`config.mk`:
```
export PLATFORM = sky130hd
export DESIGN_NAME = hex_display_ctrl
export DESIGN_NICKNAME = d
export VERILOG_FILES = /design/src/rtl/hex_display_ctrl.sv
export SDC_FILE = /design/constraint.sdc
export NUM_CORES = 1
export LEC_CHECK = 0
export BUFFER_PORTS_ARGS = -buffer_cell sky130_fd_sc_hd__buf_2
export CORE_MARGIN = 2
export CORE_UTILIZATION = 47
export CTS_CLUSTER_SIZE = 8
export DETAILED_ROUTE_END_ITERATION = 16
export PLACE_DENSITY_LB_ADDON = 0.08
export SETUP_SLACK_MARGIN = 0.15
export SYNTH_ARGS = -nofsm -noshare
export SYNTH_HDL_FRONTEND = slang
export SYNTH_HIERARCHICAL = 1
export SYNTH_SLANG_ARGS = --single-unit
export TNS_END_PERCENT = 100
```
`constraint.sdc`:
```
create_clock -name clk -period 2.9 [get_ports clk]
set_input_delay 0.87 -clock clk [delete_from_list [all_inputs] [get_ports clk]]
set_output_delay 0.87 -clock clk [all_outputs]
set_load 0.005 [all_outputs]
```
`src/rtl/hex_display_ctrl.sv`:
```
// +----------------------------------------------------------------------------+
// | hex_display_ctrl: handshaked hex word -> NUM_DIGITS 7-seg displays        |
// | Rev 1.0                                                                   |
// +----------------------------------------------------------------------------+
`default_nettype none

module hex_to_7seg (
  input  logic [3:0] nibble,
  output logic [6:0] seg
);
  always_comb begin
    seg = 7'b1111111;
    case (nibble)
      4'h0: seg = 7'b1000000;
      4'h1: seg = 7'b1111001;
      4'h2: seg = 7'b0100100;
      4'h3: seg = 7'b0110000;
      4'h4: seg = 7'b0011001;
      4'h5: seg = 7'b0010010;
      4'h6: seg = 7'b0000010;
      4'h7: seg = 7'b1111000;
      4'h8: seg = 7'b0000000;
      4'h9: seg = 7'b0010000;
      4'hA: seg = 7'b0001000;
      4'hB: seg = 7'b0000011;
      4'hC: seg = 7'b1000110;
      4'hD: seg = 7'b0100001;
      4'hE: seg = 7'b0000110;
      4'hF: seg = 7'b0001110;
      default: seg = 7'b1111111;
    endcase
  end
endmodule

module hex_display_ctrl #(
  parameter int NUM_DIGITS = 6,
  parameter int BLINK_DIV  = 25000000
) (
  input  logic                    clk,
  input  logic                    rst_n,
  input  logic                    in_valid,
  output logic                    in_ready,
  input  logic [4*NUM_DIGITS-1:0] in_data,
  input  logic                    blank_lz,
  input  logic                    blink_en,
  output logic                    done,
  output logic [7*NUM_DIGITS-1:0] hex_out
);
  localparam int IDXW = (NUM_DIGITS > 1) ? $clog2(NUM_DIGITS) : 1;
  localparam int CW   = $clog2(BLINK_DIV);

  typedef enum logic [0:0] {
    S_IDLE = 1'b0,
    S_SCAN = 1'b1
  } state_t;

  state_t                  r_state;
  logic [4*NUM_DIGITS-1:0] r_shadow;
  logic                    r_lz;
  logic [IDXW-1:0]         r_idx;
  logic                    r_done;
  logic [6:0]              r_seg [NUM_DIGITS];
  logic [CW-1:0]           r_cnt;
  logic                    r_phase_off;

  logic [3:0]              w_nibs [NUM_DIGITS];
  logic [3:0]              w_nib;
  logic [6:0]              w_dec;
  logic                    w_blank;

  for (genvar i = 0; i < NUM_DIGITS; i++) begin : g_nib
    assign w_nibs[i] = r_shadow[4*i +: 4];
  end

  assign w_nib = w_nibs[r_idx];

  hex_to_7seg u_dec (
    .nibble (w_nib),
    .seg    (w_dec)
  );

  always_ff @(posedge clk or negedge rst_n) begin
    if (!rst_n) begin
      r_state  <= S_IDLE;
      r_shadow <= '0;
      r_lz     <= 1'b0;
      r_idx    <= '0;
      r_done   <= 1'b0;
      for (int i = 0; i < NUM_DIGITS; i++) r_seg[i] <= 7'b1111111;
    end else begin
      r_done <= 1'b0;
      case (r_state)
        S_IDLE: begin
          if (in_valid) begin
            r_shadow <= in_data;
            r_lz     <= blank_lz;
            r_idx    <= IDXW'(NUM_DIGITS - 1);
            r_state  <= S_SCAN;
          end
        end
        S_SCAN: begin
          // Digit 0 is never blanked so an all-zero word still reads "0".
          if (r_lz && (w_nib == 4'h0) && (r_idx != '0)) begin
            r_seg[r_idx] <= 7'b1111111;
          end else begin
            r_seg[r_idx] <= w_dec;
            r_lz         <= 1'b0;
          end
          if (r_idx == '0) begin
            r_state <= S_IDLE;
            r_done  <= 1'b1;
          end else begin
            r_idx <= r_idx - IDXW'(1);
          end
        end
        default: r_state <= S_IDLE;
      endcase
    end
  end

  always_ff @(posedge clk or negedge rst_n) begin
    if (!rst_n) begin
      r_cnt       <= '0;
      r_phase_off <= 1'b0;
    end else if (r_cnt == CW'(BLINK_DIV - 1)) begin
      r_cnt       <= '0;
      r_phase_off <= ~r_phase_off;
    end else begin
      r_cnt <= r_cnt + CW'(1);
    end
  end

  assign in_ready = (r_state == S_IDLE);
  assign done     = r_done;
  assign w_blank  = blink_en && r_phase_off;

  for (genvar i = 0; i < NUM_DIGITS; i++) begin : g_out
    assign hex_out[7*i +: 7] = w_blank ? 7'b1111111 : r_seg[i];
  end
endmodule

`default_nettype wire

```
Yosys cells after proc, flatten, opt, wreduce, memory -nomap -nowiden
Memories as Yosys holds them, arrays and structs flattened.
Index checks and enable logic that the tools add are counted.
- flip-flop bits (word level): 98
- bits in read-only memories: 112
- input port bits: 29
- output and inout port bits: 44
- memories kept: 1
- $add $sub $neg: 2
- magnitude comparators: 2
- equal/unequal tests: 4
- muxes and demuxes: 25
- bitwise gates (word level): 4
- reduce and logical (&&, ||, !) cells: 10
- memories (name ; depth ; bits a word ; rd ports ; clocked after Yosys merged registers in ; wr ports ; line ; source):
    (no name shown) ; 16 ; 7 ; 1 ; 0 ; 0 ; 13 ; case (nibble)
- operators with widths (cell ; count):
    7-bit 2-to-1 mux ; 7
    42-bit bitwise mux ; 1
    42-bit 2-to-1 mux ; 1
    42-bit bitwise OR ; 1
    25-bit by 1-bit adder with 25-bit output, second input constant ; 1
    25-bit == test, second input constant ; 1
    25-bit 2-to-1 mux ; 1
    7-bit demux with 3-bit select ; 1
    4-bit binary-select mux with 3-bit select ; 1
    4-bit 2-to-1 mux ; 2
    1-bit 2-to-1 mux ; 6
    3-bit 2-to-1 mux ; 2
    2-bit != test, second input constant ; 3
    3-bit one-hot mux with 2 select lines ; 1
    2-bit AND reduction ; 3
    4-bit >= comparator, second input constant ; 1
    1-bit logical AND ; 4
    4-bit zero test ; 1
    4-bit by 1-bit less-than comparator with 1-bit output, second input constant ; 1
    3-bit NOT with 4-bit output ; 1
    1-bit one-hot mux with 2 select lines ; 2
    3-bit zero test ; 1
    3-bit nonzero test ; 1
    3-bit by 1-bit subtractor with 3-bit output, second input constant ; 1
    1-bit NOT ; 2

Longest topological paths before layout
- depth after elaboration: 9
- gate-level depth with buffers: 12
- gate-level depth less buffers: 10

Modules after synthesis
Netlist, hierarchy kept.
- by module, submodules not included (module ; instances ; cells each ; area an instance (um2) ; sequential area each (um2)):
    hex_display_ctrl ; 1 ; 473 ; 5021.1 ; 2504.9
    hex_to_7seg ; 1 ; 32 ; 275.3 ; 0.0

Worst setup path after synthesis
Ideal clock, no wire load.
- kind: reg-to-reg
- from: reg r_idx[2]
- to: reg r_seg[0] (netlist bit)
- setup time: 0.068 ns
- data arrival time: 2.450 ns
- data required time: 2.832 ns
- path slack: 0.382 ns
- stages on the path, launching flop included: 13
- path buffers: 2
- clock period less this slack: 2.518 ns
- path through: dfrtp_1 buf_6 buf_4 mux2i_1 o32ai_1 nand2b_1 inv_1 ha_1 and2b_2 or3b_1 o21ai_0 nor2_1 a21oi_4
- elaborated cells on any way between the ends: 17
- those cells by class: order compare (2); mux (7); bitwise (2); reduce/logical (5); memory (1)
- RTL lines (element ; line ; source):
    start, declared ; 60 ; logic [IDXW-1:0] r_idx;
    start signal, assigned ; 97 ; r_idx <= IDXW'(NUM_DIGITS - 1);
    start signal, assigned ; 113 ; r_idx <= r_idx - IDXW'(1);
    3-bit NOT with 4-bit output (implied by the code) ; 75 ; assign w_nib = w_nibs[r_idx];
    4-bit binary-select mux with 3-bit select ; 75 ;
    4-bit 2-to-1 mux (implied by the code) (2 in series) ; 75 ;
    via w_nib[1] ; 67 ; logic [3:0] w_nib;
    memory 16 x 7 bit ; n/a ;
    via w_dec[0] ; 68 ; logic [6:0] w_dec;
    42-bit bitwise mux ; 106 ; r_seg[r_idx] <= w_dec;
    42-bit 2-to-1 mux ; 103 ; if (r_lz && (w_nib == 4'h0) && (r_idx != '0)) begin
    end signal, assigned by index ; 106 ;
    end, declared ; 62 ; logic [6:0] r_seg [NUM_DIGITS];
The timed path passes the listed nets, and every way through them passes these cells. The select of a mux whose other input is x is not followed.
A chain may end at the register's enable or synchronous reset.

Worst setup path after layout
- from: reg r_idx[2]
- to: reg r_seg[21] (netlist bit)
Same word-level chain as after synthesis.

==> results.ini <==
[setup_path]
path_class=reg -> reg
setup.worst_path.end_class=flop
reg2reg_slack_ns=0.30
path_delay_family=simple AND/OR/NAND/NOR gates
required_ns=3.18
crit_chain=mux2i_1, o32ai_1, nand2b_1, inv_1, ha_1, and2b_2, or3b_1, o21ai_2, nor2_1, a21oi_4
reg2reg_from=r_idx[2]
start_kind=flop
r2r-end=r_seg[21]
max_stage_delay_ns=0.52
rr_worst_depth=10
cp.arrival_ns=2.87
cp_max_fo=13
crit_buf_inv=1
cpMaxStageDelayCell=dfrtp_2

[global_route]
grt_pass1_vias=3637
grt_max_degree=51
grt_first_pass_wirelength_mm=18.0
antenna_found_initial=0
overflow=0
grt_usage=0.195

[yosys]
ys_ff_latch=98
yosysWarnings=6
syn_avg_cell_area_um2=10.5
async_reset_ff_frac=1.00
synth-edff-count=0
syn_area_um2=5300
syn_nets=544
synthCells=505
synth_area_leaders=dfrtp_1 (26%), dfstp_2 (21%), nor2_1 (7.8%)
synth_common_cells=nor2_1 (110), dfrtp_1 (56), nand2b_1 (45)
synth_flop_cell=dfrtp_1
synth.distinct_cells=49
synth_top_area_frac=0.265
synth_top_cell_by_area=dfrtp_1
yosysSeqAreaShare=0.473
yosys.cell_count.top_type=nor2_1

[clocking]
cts_sinks=98
clock-root-buffer=clkbuf_16
worstSkewPairLatency_ns=0.35
cts_tree=built
clkSlewWorstSetupHoldPaths_ns=0.06
cts_max_level=3
numCtsBuffers=9
clk_path_buf_depth=2

[floorplan]
fp.dieH_um=110
start_util=0.484
rows=38
ios=73
die_area_um2=12100
fp.dieW_um=110
core-area_um2=10900

[worst_hold_path]
hp-class=reg -> reg
min_to=r_phase_off
min_path_cells=1
hp-start=r_phase_off

[sta]
fin_crit_ns=2.60
slew_violations=0
rsz0062_at_grt=true
timing.setup.tns_ns=0
fmax_mhz=385
fin_crit_sh=0.896
worst_slew_pin_slew_ns=0.869
finalHoldViolations=0
setup_viol=0
hold_ws_ns=0.470
clock_skew_ns=0.00825
relSlewSlack=0.416

[cells_and_area]
synthToLayoutAreaGrowth_pct=15.3
fill_cells=1014
multi_input_area_um2=2560
final_cells=724
num_antenna_cells=0
nNetsFinal=618
ff_latch_area_um2=2510
drive_above_1_share=0.387
fin_util=0.558

[drt]
routedWlPerCell_um=14.9
drc_errors=0
drtIter0Drc=202
totalWireLength_mm=10.8
vias=3726
routed_via_density=5.15
ant_nets=0
drt_pass1_iterations=4

[placement]
placedCellCount=708
dpl.hpwl_mm=7.60
portBuffers=72
gp_congestion=0.750

[pwr]
power_density_nw_per_um2=1180
vdd_drop_max_v=0.000526
leakage_nw=2.70

[job]
maxCapViolations=0

[status]
status=finished, final reports clean

## worst register-to-register path, cell delays in order (launching register included)
cell and delay [ns]:
dfrtp_2 0.52, mux2i_1 0.24, o32ai_1 0.12, nand2b_1 0.23
inv_1 0.17, ha_1 0.22, and2b_2 0.23, or3b_1 0.38
o21ai_2 0.14, nor2_1 0.13, a21oi_4 0.15
## final cells by class
| cell class | count | share of cell area |
|---|---|---|
| multi-input combinational | 368 | 0.420 |
| clock inverter | 4 | 0.00389 |
| tap | 140 | 0.0287 |
| timing repair buffer | 87 | 0.0840 |
| sequential | 98 | 0.411 |
| clock buffer | 12 | 0.0436 |
| inverter | 15 | 0.00922 |
## timing repair
item | 4_1_cts | 5_1_grt
gates resized for setup | 3 | 4
hold buffers | 0 | 0
setup buffers | 0 | 0
setup endpoints to repair | 8 | 20
endpoints found under the hold margin | 0 | 0
## kinds of logic after synthesis
kind of cell | count (synthesis) | share of synthesized area
compound gates | 69 | 0.130
simple gates | 230 | 0.212
xor+xnor | 19 | 0.0314
buf+inv | 39 | 0.0444
fa+ha+maj | 10 | 0.0236
mux | 40 | 0.0858
flops | 98 | 0.473
## metrics by stage
stage                     total power [W]  setup WS [ns]  cell area, µm²
after detailed placement          0.00603       -0.00964            5810
final                             0.00719          0.302            6110
after global placement            0.00595          0.110            5810
after global routing              0.00777          0.148            6110
after floorplan                   0.00498          0.382            5300
after CTS                         0.00724          0.156            6100
## cell usage in the layout (no fill, tap or decap), types with 6 or more instances in the layout
master / Yosys / final
nand2b_1: 45 / 45
nand2_1: 17 / 17
buf_4: 2 / 13
nand3_1: 13 / 13
nand4_1: 6 / 6
mux2_2: 26 / 26
dfstp_2: 42 / 42
a21oi_2: 21 / 21
nor2_1: 110 / 109
nor3_1: 11 / 11
a21oi_4: 20 / 20
buf_2: 3 / 71
o21ai_0: 8 / 6
inv_1: 15 / 15
clkbuf_16: 0 / 9
xnor2_1: 12 / 12
a21oi_1: 10 / 10
ha_1: 10 / 10
mux2i_1: 12 / 12
dfrtp_1: 56 / 54
xor2_1: 7 / 7
## per-layer routing
metal | vias to the layer above | routed length [µm] | track usage
li1 | 1835 | - | -
met1 | 1807 | 5340 | 0.277
met2 | 71 | 4880 | 0.296
met3 | 13 | 380 | 0.0341
met4 | 0 | 197 | 0.0777
met5 | - | 0 | 0
## power by group
part           leakage, nW  internal (W)  switching, W
registers             1.14       0.00211      0.000329
logic                 1.40       0.00160       0.00199
clock network        0.149      0.000651      0.000507
## worst max-delay path by stage
stage | end | cells after the start | from | slack (ns)
after floorplan | r_seg[0] | 12 | r_idx[2] | 0.38
after global placement | r_seg[28] | 10 | r_idx[2] | 0.11
after detailed placement | r_seg[28] | 10 | r_idx[2] | -0.01
after CTS | r_seg[21] | 10 | r_idx[2] | 0.16
after global routing | r_seg[21] | 10 | r_idx[2] | 0.15
final | r_seg[21] | 10 | r_idx[2] | 0.30
## state kept, by name, summed over array words and instances (netlist names)
register / count
r_seg: 42
r_lz: 1
r_state: 1
r_cnt: 25
r_phase_off: 1
r_shadow: 24
done: 1
r_idx: 3
No activity file was read; power rests on OpenSTA's default activity.
